--- config.mk ---
export PLATFORM = sky130hd
export DESIGN_NAME = inst_seq_ctrl_flat
export DESIGN_NICKNAME = d
export VERILOG_FILES = /design/src/rtl/inst_seq_ctrl_if.sv /design/src/rtl/inst_seq_ctrl.sv /design/src/flat_wrapper.sv
export SDC_FILE = /design/constraint.sdc
export NUM_CORES = 1
export LEC_CHECK = 0
export ABC_AREA = 1
export ABC_CLOCK_PERIOD_IN_PS = 1600
export CORE_MARGIN = 5
export CORE_UTILIZATION = 37
export CTS_CLUSTER_DIAMETER = 150
export DETAILED_ROUTE_END_ITERATION = 10
export PLACE_DENSITY = 0.78
export SYNTH_ARGS = -nofsm -noshare
export SYNTH_HDL_FRONTEND = slang
export SYNTH_SLANG_ARGS = --single-unit
--- constraint.sdc ---
create_clock -name clk -period 1.6 [get_ports clk]
set_clock_uncertainty 0.05 [all_clocks]
set_input_delay 0.24 -clock clk [delete_from_list [all_inputs] [get_ports clk]]
set_output_delay 0.24 -clock clk [all_outputs]
set_load 0.01 [all_outputs]
--- src/rtl/inst_seq_ctrl_if.sv ---
// Handshake and control bundle between the sequencing FSM and its fetch,
// decode, execute, load/store and register-file neighbours.
interface inst_seq_ctrl_if;
  logic        ifu_req_valid;
  logic [63:0] ifu_req_addr;
  logic        ifu_resp_valid;
  logic [31:0] ifu_resp_inst;
  logic [31:0] inst_q;
  logic [6:0]  op;
  logic        ex_en;
  logic [63:0] pc_next;
  logic        lsu_req_valid;
  logic        lsu_req_wen;
  logic        lsu_resp_valid;
  logic        rf_wen;
  logic [63:0] pc;
  logic        halt;
  logic [1:0]  err;

  modport master (
    output ifu_req_valid, ifu_req_addr,
    input  ifu_resp_valid, ifu_resp_inst,
    output inst_q,
    input  op,
    output ex_en,
    input  pc_next,
    output lsu_req_valid, lsu_req_wen,
    input  lsu_resp_valid,
    output rf_wen, pc, halt, err
  );

  modport slave (
    input  ifu_req_valid, ifu_req_addr,
    output ifu_resp_valid, ifu_resp_inst,
    input  inst_q,
    output op,
    input  ex_en,
    output pc_next,
    input  lsu_req_valid, lsu_req_wen,
    output lsu_resp_valid,
    input  rf_wen, pc, halt, err
  );
endinterface

--- src/rtl/inst_seq_ctrl.sv ---
// Multi-cycle instruction sequencer: FETCH -> DECODE -> EXEC -> [MEM] -> WB.
// Owns the PC and halts on ebreak, illegal opcode or memory timeout.
module inst_seq_ctrl #(
  parameter logic [63:0] RESET_PC = 64'h8000_0000,
  parameter int unsigned TIMEOUT  = 255
) (
  input  logic            clk,
  input  logic            rst,
  inst_seq_ctrl_if.master bus
);

  localparam int unsigned CNT_W = $clog2(TIMEOUT + 1);
  localparam logic [CNT_W-1:0] WAIT_LAST = CNT_W'(TIMEOUT - 1);

  localparam logic [6:0]  OP_LOAD   = 7'b0000011;
  localparam logic [6:0]  OP_STORE  = 7'b0100011;
  localparam logic [6:0]  OP_BRANCH = 7'b1100011;
  localparam logic [6:0]  OP_SYSTEM = 7'b1110011;
  localparam logic [31:0] EBREAK    = 32'h0010_0073;

  typedef enum logic [2:0] {
    IDLE, FETCH, DECODE, EXEC, MEM, WB, HALT
  } state_t;

  state_t           state;
  logic [CNT_W-1:0] wait_cnt;
  logic [63:0]      pc;

  function automatic logic is_legal(input logic [6:0] o);
    case (o)
      7'b0110111, 7'b0010111, 7'b1101111, 7'b1100011,
      7'b1100111, 7'b0000011, 7'b0010011, 7'b0100011,
      7'b0110011, 7'b0011011, 7'b0111011, 7'b1110011: is_legal = 1'b1;
      default:                                        is_legal = 1'b0;
    endcase
  endfunction

  function automatic logic writes_rf(input logic [6:0] o);
    writes_rf = !(o == OP_BRANCH || o == OP_STORE || o == OP_SYSTEM);
  endfunction

  assign bus.pc           = pc;
  assign bus.ifu_req_addr = pc;

  // Strobes are registered, so each is set on the edge entering its state.
  // The wait counter reaching WAIT_LAST means this is the TIMEOUT-th
  // unanswered cycle; a response in that same cycle still wins.
  always_ff @(posedge clk) begin
    if (rst) begin
      state             <= IDLE;
      pc                <= RESET_PC;
      wait_cnt          <= '0;
      bus.inst_q        <= '0;
      bus.halt          <= 1'b0;
      bus.err           <= '0;
      bus.ifu_req_valid <= 1'b0;
      bus.ex_en         <= 1'b0;
      bus.lsu_req_valid <= 1'b0;
      bus.lsu_req_wen   <= 1'b0;
      bus.rf_wen        <= 1'b0;
    end else begin
      bus.ex_en  <= 1'b0;
      bus.rf_wen <= 1'b0;
      case (state)
        IDLE: begin
          state             <= FETCH;
          bus.ifu_req_valid <= 1'b1;
          wait_cnt          <= '0;
        end
        FETCH: begin
          if (bus.ifu_resp_valid) begin
            bus.inst_q        <= bus.ifu_resp_inst;
            bus.ifu_req_valid <= 1'b0;
            state             <= DECODE;
          end else if (wait_cnt == WAIT_LAST) begin
            bus.ifu_req_valid <= 1'b0;
            bus.halt          <= 1'b1;
            bus.err           <= 2'd2;
            state             <= HALT;
          end else begin
            wait_cnt <= wait_cnt + CNT_W'(1);
          end
        end
        DECODE: begin
          if (!is_legal(bus.op)) begin
            bus.halt <= 1'b1;
            bus.err  <= 2'd1;
            state    <= HALT;
          end else if (bus.inst_q == EBREAK) begin
            bus.halt <= 1'b1;
            bus.err  <= 2'd0;
            state    <= HALT;
          end else begin
            bus.ex_en <= 1'b1;
            state     <= EXEC;
          end
        end
        EXEC: begin
          if (bus.op == OP_LOAD || bus.op == OP_STORE) begin
            bus.lsu_req_valid <= 1'b1;
            bus.lsu_req_wen   <= (bus.op == OP_STORE);
            wait_cnt          <= '0;
            state             <= MEM;
          end else begin
            bus.rf_wen <= writes_rf(bus.op);
            state      <= WB;
          end
        end
        MEM: begin
          if (bus.lsu_resp_valid) begin
            bus.lsu_req_valid <= 1'b0;
            bus.lsu_req_wen   <= 1'b0;
            bus.rf_wen        <= writes_rf(bus.op);
            state             <= WB;
          end else if (wait_cnt == WAIT_LAST) begin
            bus.lsu_req_valid <= 1'b0;
            bus.lsu_req_wen   <= 1'b0;
            bus.halt          <= 1'b1;
            bus.err           <= 2'd2;
            state             <= HALT;
          end else begin
            wait_cnt <= wait_cnt + CNT_W'(1);
          end
        end
        WB: begin
          pc                <= bus.pc_next;
          bus.ifu_req_valid <= 1'b1;
          wait_cnt          <= '0;
          state             <= FETCH;
        end
        HALT: begin
          state <= HALT;
        end
        default: begin
          state <= IDLE;
        end
      endcase
    end
  end

endmodule

--- src/flat_wrapper.sv ---
// flat-port wrapper written by rule: the top's interface ports become plain ports
module inst_seq_ctrl_flat 
#(
  parameter logic [63:0] RESET_PC = 64'h8000_0000,
  parameter int unsigned TIMEOUT  = 255
)
  (clk, rst, bus_ifu_req_valid, bus_ifu_req_addr, bus_ifu_resp_valid, bus_ifu_resp_inst, bus_inst_q, bus_op, bus_ex_en, bus_pc_next, bus_lsu_req_valid, bus_lsu_req_wen, bus_lsu_resp_valid, bus_rf_wen, bus_pc, bus_halt, bus_err);
  inst_seq_ctrl_if bus_i ();
  input  logic clk;
  input  logic rst;
  output wire logic [$bits(bus_i.ifu_req_valid)-1:0] bus_ifu_req_valid;
  output wire logic [$bits(bus_i.ifu_req_addr)-1:0] bus_ifu_req_addr;
  input wire logic [$bits(bus_i.ifu_resp_valid)-1:0] bus_ifu_resp_valid;
  input wire logic [$bits(bus_i.ifu_resp_inst)-1:0] bus_ifu_resp_inst;
  output wire logic [$bits(bus_i.inst_q)-1:0] bus_inst_q;
  input wire logic [$bits(bus_i.op)-1:0] bus_op;
  output wire logic [$bits(bus_i.ex_en)-1:0] bus_ex_en;
  input wire logic [$bits(bus_i.pc_next)-1:0] bus_pc_next;
  output wire logic [$bits(bus_i.lsu_req_valid)-1:0] bus_lsu_req_valid;
  output wire logic [$bits(bus_i.lsu_req_wen)-1:0] bus_lsu_req_wen;
  input wire logic [$bits(bus_i.lsu_resp_valid)-1:0] bus_lsu_resp_valid;
  output wire logic [$bits(bus_i.rf_wen)-1:0] bus_rf_wen;
  output wire logic [$bits(bus_i.pc)-1:0] bus_pc;
  output wire logic [$bits(bus_i.halt)-1:0] bus_halt;
  output wire logic [$bits(bus_i.err)-1:0] bus_err;
  assign bus_ifu_req_valid = bus_i.ifu_req_valid;
  assign bus_ifu_req_addr = bus_i.ifu_req_addr;
  assign bus_i.ifu_resp_valid = bus_ifu_resp_valid;
  assign bus_i.ifu_resp_inst = bus_ifu_resp_inst;
  assign bus_inst_q = bus_i.inst_q;
  assign bus_i.op = bus_op;
  assign bus_ex_en = bus_i.ex_en;
  assign bus_i.pc_next = bus_pc_next;
  assign bus_lsu_req_valid = bus_i.lsu_req_valid;
  assign bus_lsu_req_wen = bus_i.lsu_req_wen;
  assign bus_i.lsu_resp_valid = bus_lsu_resp_valid;
  assign bus_rf_wen = bus_i.rf_wen;
  assign bus_pc = bus_i.pc;
  assign bus_halt = bus_i.halt;
  assign bus_err = bus_i.err;
  inst_seq_ctrl #(.RESET_PC(RESET_PC), .TIMEOUT(TIMEOUT)) u_core (.clk(clk), .rst(rst), .bus(bus_i));
endmodule
[Yosys cells after proc, flatten, opt, wreduce, memory -nomap -nowiden]
Index checks and enable logic that the tools add are counted.
Storage, ports and cells
  register bits: 115
  input port bits: 107
  logic and storage cells: 96
Cells by class
  add/sub/neg operators: 1
  equal/unequal tests: 26
  multiplexer cells: 39
  bitwise operators: 2
  reduce and logical (&&, ||, !) cells: 17
Operators with widths (count)
  $eq 32x21->1 const B: 1
  $mux 8: 4
  $pmux 8 s4: 1
  $eq 7x6->1 const B: 4
  $eq 7x7->1 const B: 4
  $eq 7x5->1 const B: 3
  $pmux 3 s6: 1
  $mux 1: 17
  $mux 3: 5
  $reduce_or 12->1: 1
  $mux 2: 5
  $eq 3x3->1 const B: 3
  $add 8x1->8 const B: 1
  $eq 8x8->1 const B: 1
  $pmux 1 s2: 4
  $reduce_and 4->1: 2
  $eq 7x2->1 const B: 1
  $eq 3x2->1 const B: 2
  $ne 3x2->1 const B: 2
  $pmux 2 s3: 1
  $ne 2x2->1 const B: 2
  $reduce_and 2->1: 2
  $reduce_bool 2->1: 2
  $reduce_bool 4->1: 1
  other kinds (12): 15

[Logic depth before layout (Yosys ltp)]
Gate-level depths: netlist (run 1).
  word-level depth: 7
  mapped depth: 12

[Worst setup path after synthesis (run 1)]
Ideal clock, no wire load.
  path type: register -> register
  start: register u_core.wait_cnt[3]
  end: register u_core.wait_cnt[0]
  data arrival time: 1.262 ns
  required time: 1.434 ns
  slack: 0.172 ns
  stages on the path, launching flop included: 12
  period minus slack after synthesis: 1.428 ns
  path through: dfxtp_1 -> nand2_1 -> nor2_1 -> inv_2 -> nor2_4 -> inv_2 -> nand2_1 -> nand2_2 -> nand2_4 -> clkinv_4 -> nor2_1 -> nor2_1
On the way
  word-level cells in the longest chain between the ends: 4
Ends and longest elaborated chain
  start, declared: RTL line inst_seq_ctrl.sv:26  | logic [CNT_W-1:0] wait_cnt;
  start signal, assigned: RTL line inst_seq_ctrl.sv:81  | wait_cnt <= wait_cnt + CNT_W'(1);
  start signal, assigned: RTL line inst_seq_ctrl.sv:122  | wait_cnt <= wait_cnt + CNT_W'(1);
  $eq 8x8->1 (*): RTL line inst_seq_ctrl.sv:75, inst_seq_ctrl.sv:115
  $mux 8 (*)
  $mux 8, on equally long branches
  $pmux 8 s4 (*)
Every way passes the cells marked *; elsewhere a longest branch is shown, timed or not. The select of a mux whose other input is x is not followed.
A chain may end at the register's enable or synchronous reset.

[Worst setup path in the final report (run 1)]
  start: register u_core.bus.halt
  end: output port bus_halt
RTL lines
  start, declared: RTL line inst_seq_ctrl_if.sv:29  | output rf_wen, pc, halt, err
  start signal, assigned: RTL line inst_seq_ctrl.sv:54  | bus.halt <= 1'b0;
  start signal, assigned: RTL line inst_seq_ctrl.sv:77  | bus.halt <= 1'b1;
  start signal, assigned: RTL line inst_seq_ctrl.sv:86  | bus.halt <= 1'b1;
  end, declared: RTL line flat_wrapper.sv:24  | output wire logic [$bits(bus_i.halt)-1:0] bus_halt;
No word-level cell between the ends.

==> key figures, run 1 <==
Synthesis
  • Largest cells by area after synthesis: dfxtp_1, nor2_1, o21ai_0, buf_4, nand2_1
  • EDFF count, synth: 0
  • Yosys cell types: 31
  • Post-synth top cells: nor2_1, dfxtp_1, o21ai_0
  • Sequential share of the synthesized area: 0.4615
  • Avg Inst Size Synth: 7.369 um2
  • Cell with the most instances after synthesis: nor2_1
  • Mapped Nets: 786
  • Yosys top cell by area: dfxtp_1
  • Most used DFF post-synth: dfxtp_1
  • Syn Std Cell Area: about 5000 um2
  • FFs w/ async S/R, synth: 0
  • Cells after Synth: 677
  • Synth top area share: 0.4615
  • Synth warn: 0
  • Yosys reg bits: ~120

Global routing
  • Initial antenna violation count: 0
  • Largest net degree at the start of global routing: 65
  • First-pass GRT wire length: 25130 um
  • GR Overflow Total: 0
  • Vias in the first global route: 5057
  • GRT Util Overall: 0.1940

Placement
  • Dpl cell area: 7631 um2
  • GPL Wtd Cong: 0.8374
  • Placed Cells incl. Taps: 1063
  • Hpwl dp: 11820 um
  • Worst slack, placed: -330.4 ps
  • I/O Buffers: 274

Timing
  • Fin. Hold Viols: 0
  • Final worst-path setup slack: 51.41 ps
  • Worst Max-Slew Pin Slew: roughly 360 ps
  • Fmax: 645.7 MHz
  • RSZ-0062 raised after global routing: yes
  • Slew headroom: 0.7585
  • Final setup fails: 0
  • Final period utilization: 0.9679
  • Post-route minimum period: between 1500 and 2000 ps
  • Slew Viols, Final: 0
  • Post-route setup TNS: 0 ps

Layout
  • Finished Cell Area: 8208 um2
  • Register area: 2310 um2
  • Layout Nets: 1020
  • Multi-input logic area: 1972 um2
  • Layout overhead on the synthesized area: 64.53%
  • Final Non-Filler Cells: 1099
  • N_diodes: 0
  • Share of cells above drive strength 1: 0.1083
  • Count of fill cells added during filler insertion: between 1000 and 1500
  • Utilization after layout: 0.6198

Pwr
  • Power per standard cell area: 1421 nW/um2
  • VDD IR max: 0.6430 mV
  • Static Leakage: 4.380 nW

Worst setup path
  • Slowest-stage cell, CP: clkdlybuf4s50_1
  • Critical path arrival: 1260 ps
  • Critical path buffers and inverters: 1
  • Crit-path max cell delay: 530 ps
  • Worst-path cell chain: clkdlybuf4s50_1
  • Critical path capture point type: output port
  • Crit Path Class: flip-flop to output port
  • WP data required: roughly 1300 ps
  • Crit-path max FO: 2
  • Worst Setup Start Kind: flip-flop
  • CP top delay family: buffers and inverters

Detailed routing
  • Antenna Violating Nets Remaining: 0
  • Drt drc: 0
  • Initial DRC count: 241
  • Drt wl/cell: 14.72 um
  • Routed wire length: around 16000 um
  • Drt first pass iters: 5
  • Via count: about 5100
  • DR vias/cell: about 4.6

CTS
  • Clock Latency Late Sink: 400 ps
  • Clk slew on worst S/H paths: approximately 50 ps
  • TritonCTS clock tree: built
  • TritonCTS buffer count: 17
  • # clock sinks: 115
  • Clock buffer depth: 2
  • Clock root buffer: clkbuf_16
  • Cts-stage hold buffer count: 0
  • Max H-tree Level: 4

Min path
  • Type of the worst min-delay path: input port to flip-flop

Outcome
  • Status: finished clean

Die
  • Site Rows: 42
  • IO Count: 275
  • Die area: 15910 um2
  • CORE AREA: approximately 13000 um2
  • Die width: approximately 130 um
  • Starting density of the core: 0.3767
  • Height of the die: around 130 um

Flow run
  • Max cap viols: 0
-- metal layers --
layer,vias to the layer above,wire length [um],global-route usage
met3,11,1313,0.07451
met4,0,187,0.05994
li1,2546,-,-
met1,2319,6978,0.2410
met5,-,0,0
met2,213,7696,0.3121
-- repair_timing --
action | CTS | global route
pin swaps | 0 | 8
cloned | 0 | 1
resized for setup | 147 | 32
setup buffers | 0 | 4
endpoints found under the setup margin | 154 | 52
-- flip-flops by register name, indices dropped and copies added, names as in the netlist --
register and count:
u_core.bus.halt 1, u_core.bus.ex_en 1, u_core.bus.ifu_req_addr 64, u_core.bus.rf_wen 1
u_core.wait_cnt 8, u_core.bus.inst_q 32, u_core.bus.lsu_req_wen 1, u_core.bus.ifu_req_valid 1
u_core.state 3, u_core.bus.lsu_req_valid 1, u_core.bus.err 2
-- power breakdown --
| part | total, mW | switching, mW | internal, mW |
|---|---|---|---|
| Clock | 3.96 | 1.25 | 2.71 |
| Combinational | 3.85 | 2.10 | 1.75 |
| Sequential | 3.85 | 0.421 | 3.43 |
-- final cells by class --
cell class              instances  area share
repair buffers                310      0.3588
flip-flops and latches        115      0.2814
inverters                      33     0.01631
well taps                     176     0.02683
clock buffers                  22     0.05777
multi-input cells             434      0.2402
clock inverters                 9     0.01860
-- stage by stage --
step | hold WS [ps] | total power [mW]
after global placement | 392.0 | 7.933
after detailed placement | 392.1 | 7.981
after CTS | 340.9 | 11.62
after floorplan | 316.2 | 5.974
after global routing | 345.9 | 12.34
final | 357.4 | 11.66
-- worst paths after layout --
check,start,to,slack [ps],depth (start not counted)
hold reg to reg,u_core.bus.halt,u_core.bus.halt,400,2
setup / recovery,u_core.bus.halt,bus_halt,50,1
setup reg to reg,u_core.state[1],u_core.bus.inst_q[9],60,8
hold / removal,bus_pc_next[31],u_core.bus.ifu_req_addr[31],360,3
-- cells in the final DEF, fill, tap and decap left out, types with 3 or more instances in the layout --
master,netlist,routed
nand2_2,7,8
nor2_1,217,214
buf_4,64,31
dfxtp_1,115,111
inv_1,25,24
nand3_1,5,5
a21oi_2,5,5
clkinvlp_4,0,3
bufinv_16,0,4
inv_2,6,6
dlygate4sd2_1,0,144
dlymetal6s2s_1,0,20
o21ai_0,98,98
clkbuf_8,0,3
clkdlybuf4s50_1,0,110
xor2_1,4,4
buf_12,0,5
nor3_1,3,3
nand4_1,5,5
dfxtp_2,0,3
nor2_4,2,4
nand2_1,54,53
a21oi_1,20,20
clkbuf_16,0,17
-- logic make-up after synthesis --
family	synth area share
and+or+nand+nor	0.2383
DFF	0.4615
adders and majority gates	0.005016
AOI/OAI and AO/OA	0.1339
buffers and inverters	0.1507
xor gates and xnor gates	0.01053
Note: power is estimated with default switching activity, not from simulation.
==> run 2, diff against run 1 <==
- CORE_UTILIZATION: 37 -> 35
- PLACE_DENSITY: 0.78 -> 0.75
==> key figures, run 2 (synthesized netlist as in run 1, its figures left out) <==
Outcome
  • Status: finished clean

Global routing
  • GR Overflow Total: 0 (unchanged)
  • Largest net degree at the start of global routing: 52 (-20%)
  • First-pass GRT wire length: 25330 um (+0.80%)
  • Initial antenna violation count: 0 (unchanged)
  • Vias in the first global route: 4983 (-1.5%)
  • GRT Util Overall: 0.1925 (-0.001466)

Min path
  • Type of the worst min-delay path: input port to flip-flop

Layout
  • Leading cell type in the layout, fill and taps excluded: nor2_1
  • Multi-input logic area: 2002 um2 (+1.5%)
  • Count of fill cells added during filler insertion: 1354 (+13%)
  • N_diodes: 0 (unchanged)
  • Register area: 2313 um2 (+0.16%)
  • Max reg flops: 64 (unchanged)
  • Share of cells above drive strength 1: 0.1124 (+0.004103)
  • Layout Nets: 1012 (-0.78%)
  • Layout overhead on the synthesized area: 62.35%
  • Final Non-Filler Cells: 1096 (-0.27%)
  • Most frequent cells in the layout: nor2_1, dlygate4sd2_1, clkdlybuf4s50_1, dfxtp_1, o21ai_0

Die
  • Height of the die: 129.4 um (+2.6%)
  • Site Rows: 43 (+2.4%)
  • IO Count: 275 (unchanged)
  • Starting density of the core: 0.3580 (-0.01870)
  • Die area: 16740 um2 (+5.3%)
  • CORE AREA: 13930 um2 (+5.2%)
  • Die width: 129.4 um (+2.6%)

Detailed routing
  • Via count: 5001 (-1.7%)
  • Initial DRC count: 265 (+10%)
  • Drt drc: 0 (unchanged)
  • DR vias/cell: 4.563 (-1.5%)
  • Drt first pass iters: 4 (-1)
  • Antenna Violating Nets Remaining: 0 (unchanged)
  • Drt wl/cell: 14.86 um (+0.98%)
  • Routed wire length: 16290 um (+0.70%)

Timing
  • Post-route minimum period: 1546 ps (-2.948 ps)
  • Final period utilization: 0.9660 (-0.001842)
  • Fmax: 647.0 MHz (+0.19%)
  • RSZ-0062 raised after global routing: yes
  • Slew Viols, Final: 0 (unchanged)
  • Fin. Hold Viols: 0 (unchanged)
  • Final setup fails: 0 (unchanged)
  • Worst Max-Slew Pin Slew: 501.7 ps (+142.7 ps)
  • Slew headroom: 0.6656 (-0.09293)

Worst setup path
  • Crit-path max FO: 2 (unchanged)
  • Crit Path Class: flip-flop to output port
  • Worst-path cell chain: clkdlybuf4s50_1
  • CP top delay family: buffers and inverters
  • Critical path arrival: 1260 ps (about the same)
  • Worst Setup Start Kind: flip-flop
  • Flop-to-flop setup slack: 60 ps (about the same)
  • Slowest-stage cell, CP: clkdlybuf4s50_1
  • WP data required: 1310 ps (about the same)
  • Crit-path max cell delay: 530 ps (about the same)
  • Critical path capture point type: output port
  • Critical path buffers and inverters: 1 (unchanged)

Placement
  • GPL Wtd Cong: 0.8856 (+5.8%)
  • Placed Cells incl. Taps: 1062 (-0.094%)
  • Hpwl dp: 11690 um (-1.1%)
  • I/O Buffers: 274 (unchanged)

CTS
  • Clk slew on worst S/H paths: 50 ps (about the same)
  • TritonCTS buffer count: 17 (unchanged)
  • # clock sinks: 115 (unchanged)
  • Clock Latency Late Sink: 400 ps (about the same)
  • Clock root buffer: clkbuf_16
  • Max H-tree Level: 4 (unchanged)
  • Clock buffer depth: 2 (unchanged)
  • TritonCTS clock tree: built

Pwr
  • Static Leakage: 4.179 nW (-4.6%)
  • PnR Total Power: 11.45 mW (-1.8%)
  • VDD IR max: 0.6951 mV (+8.1%)
  • Power per standard cell area: 1414 nW/um2 (-0.50%)

Flow run
  • Max cap viols: 0 (unchanged)
[run 2: changes by cell type in the layout (fill, tap and decap cells not counted), sizes merged]
cell          delta
dlygate4sd2     +12
dlymetal6s2s    -12
buf              -7
clkinv           +3
bufinv           -2
clkbuf           +1
clkinvlp         -1
nand2            -1
[run 2: final timing paths]
check                                      startpoint                     endpoint  cells after the start
worst max-delay path            u_core.bus.inst_q[30]               bus_inst_q[30]                      1
worst min register to register        u_core.bus.halt              u_core.bus.halt                      2
worst min-delay path                  bus_pc_next[31]  u_core.bus.ifu_req_addr[31]                      3
worst max register to register        u_core.state[0]           u_core.wait_cnt[0]                      9
[run 2: timing repair]
action	4_1_cts	5_1_grt
pin swaps	0	9
resized for setup	160	37
hold buffers	0	0
setup buffers	0	3
endpoints found under the setup margin	163	38
[run 2: per-stage QoR]
step	TNS, ps	cell area (um2)	setup slack (ps)	hold slack, ps	util
floorplan	0	4989	172.2	316.2	-
global placement	-2781	7586	-291.6	393.2	0.5444
detailed placement	-3654	7586	-374.0	398.4	0.5444
CTS	0	7981	0.1417	335.4	0.5728
global route	-23.20	8099	-23.20	350.4	0.5812
finish	0	8099	54.35	360.7	0.5812
[run 2: area by class of cell]
class	count	area share
Tap cell	180	0.02781
Inverter	33	0.01653
Clock buffer	23	0.05901
Clock inverter	9	0.01282
Timing Repair Buffer	303	0.3510
Multi-Input combinational cell	433	0.2472
Sequential cell	115	0.2856
[run 2: report_power, final]
group	total, mW	leakage [nW]	switching [mW]	internal (mW)
logic	3.93	2.96	2.15	1.78
registers	3.84	0.937	0.416	3.43
clock network	3.68	0.283	1.28	2.40
total	11.5	4.18	3.84	7.61
[run 2: per-layer routing]
layer	track usage	vias up	part of all wire
met3	0.06307	17	0.087
met5	0	-	0
met4	0.06733	0	0.014
met1	0.2423	2266	0.43
met2	0.3104	187	0.47
li1	-	2531	-
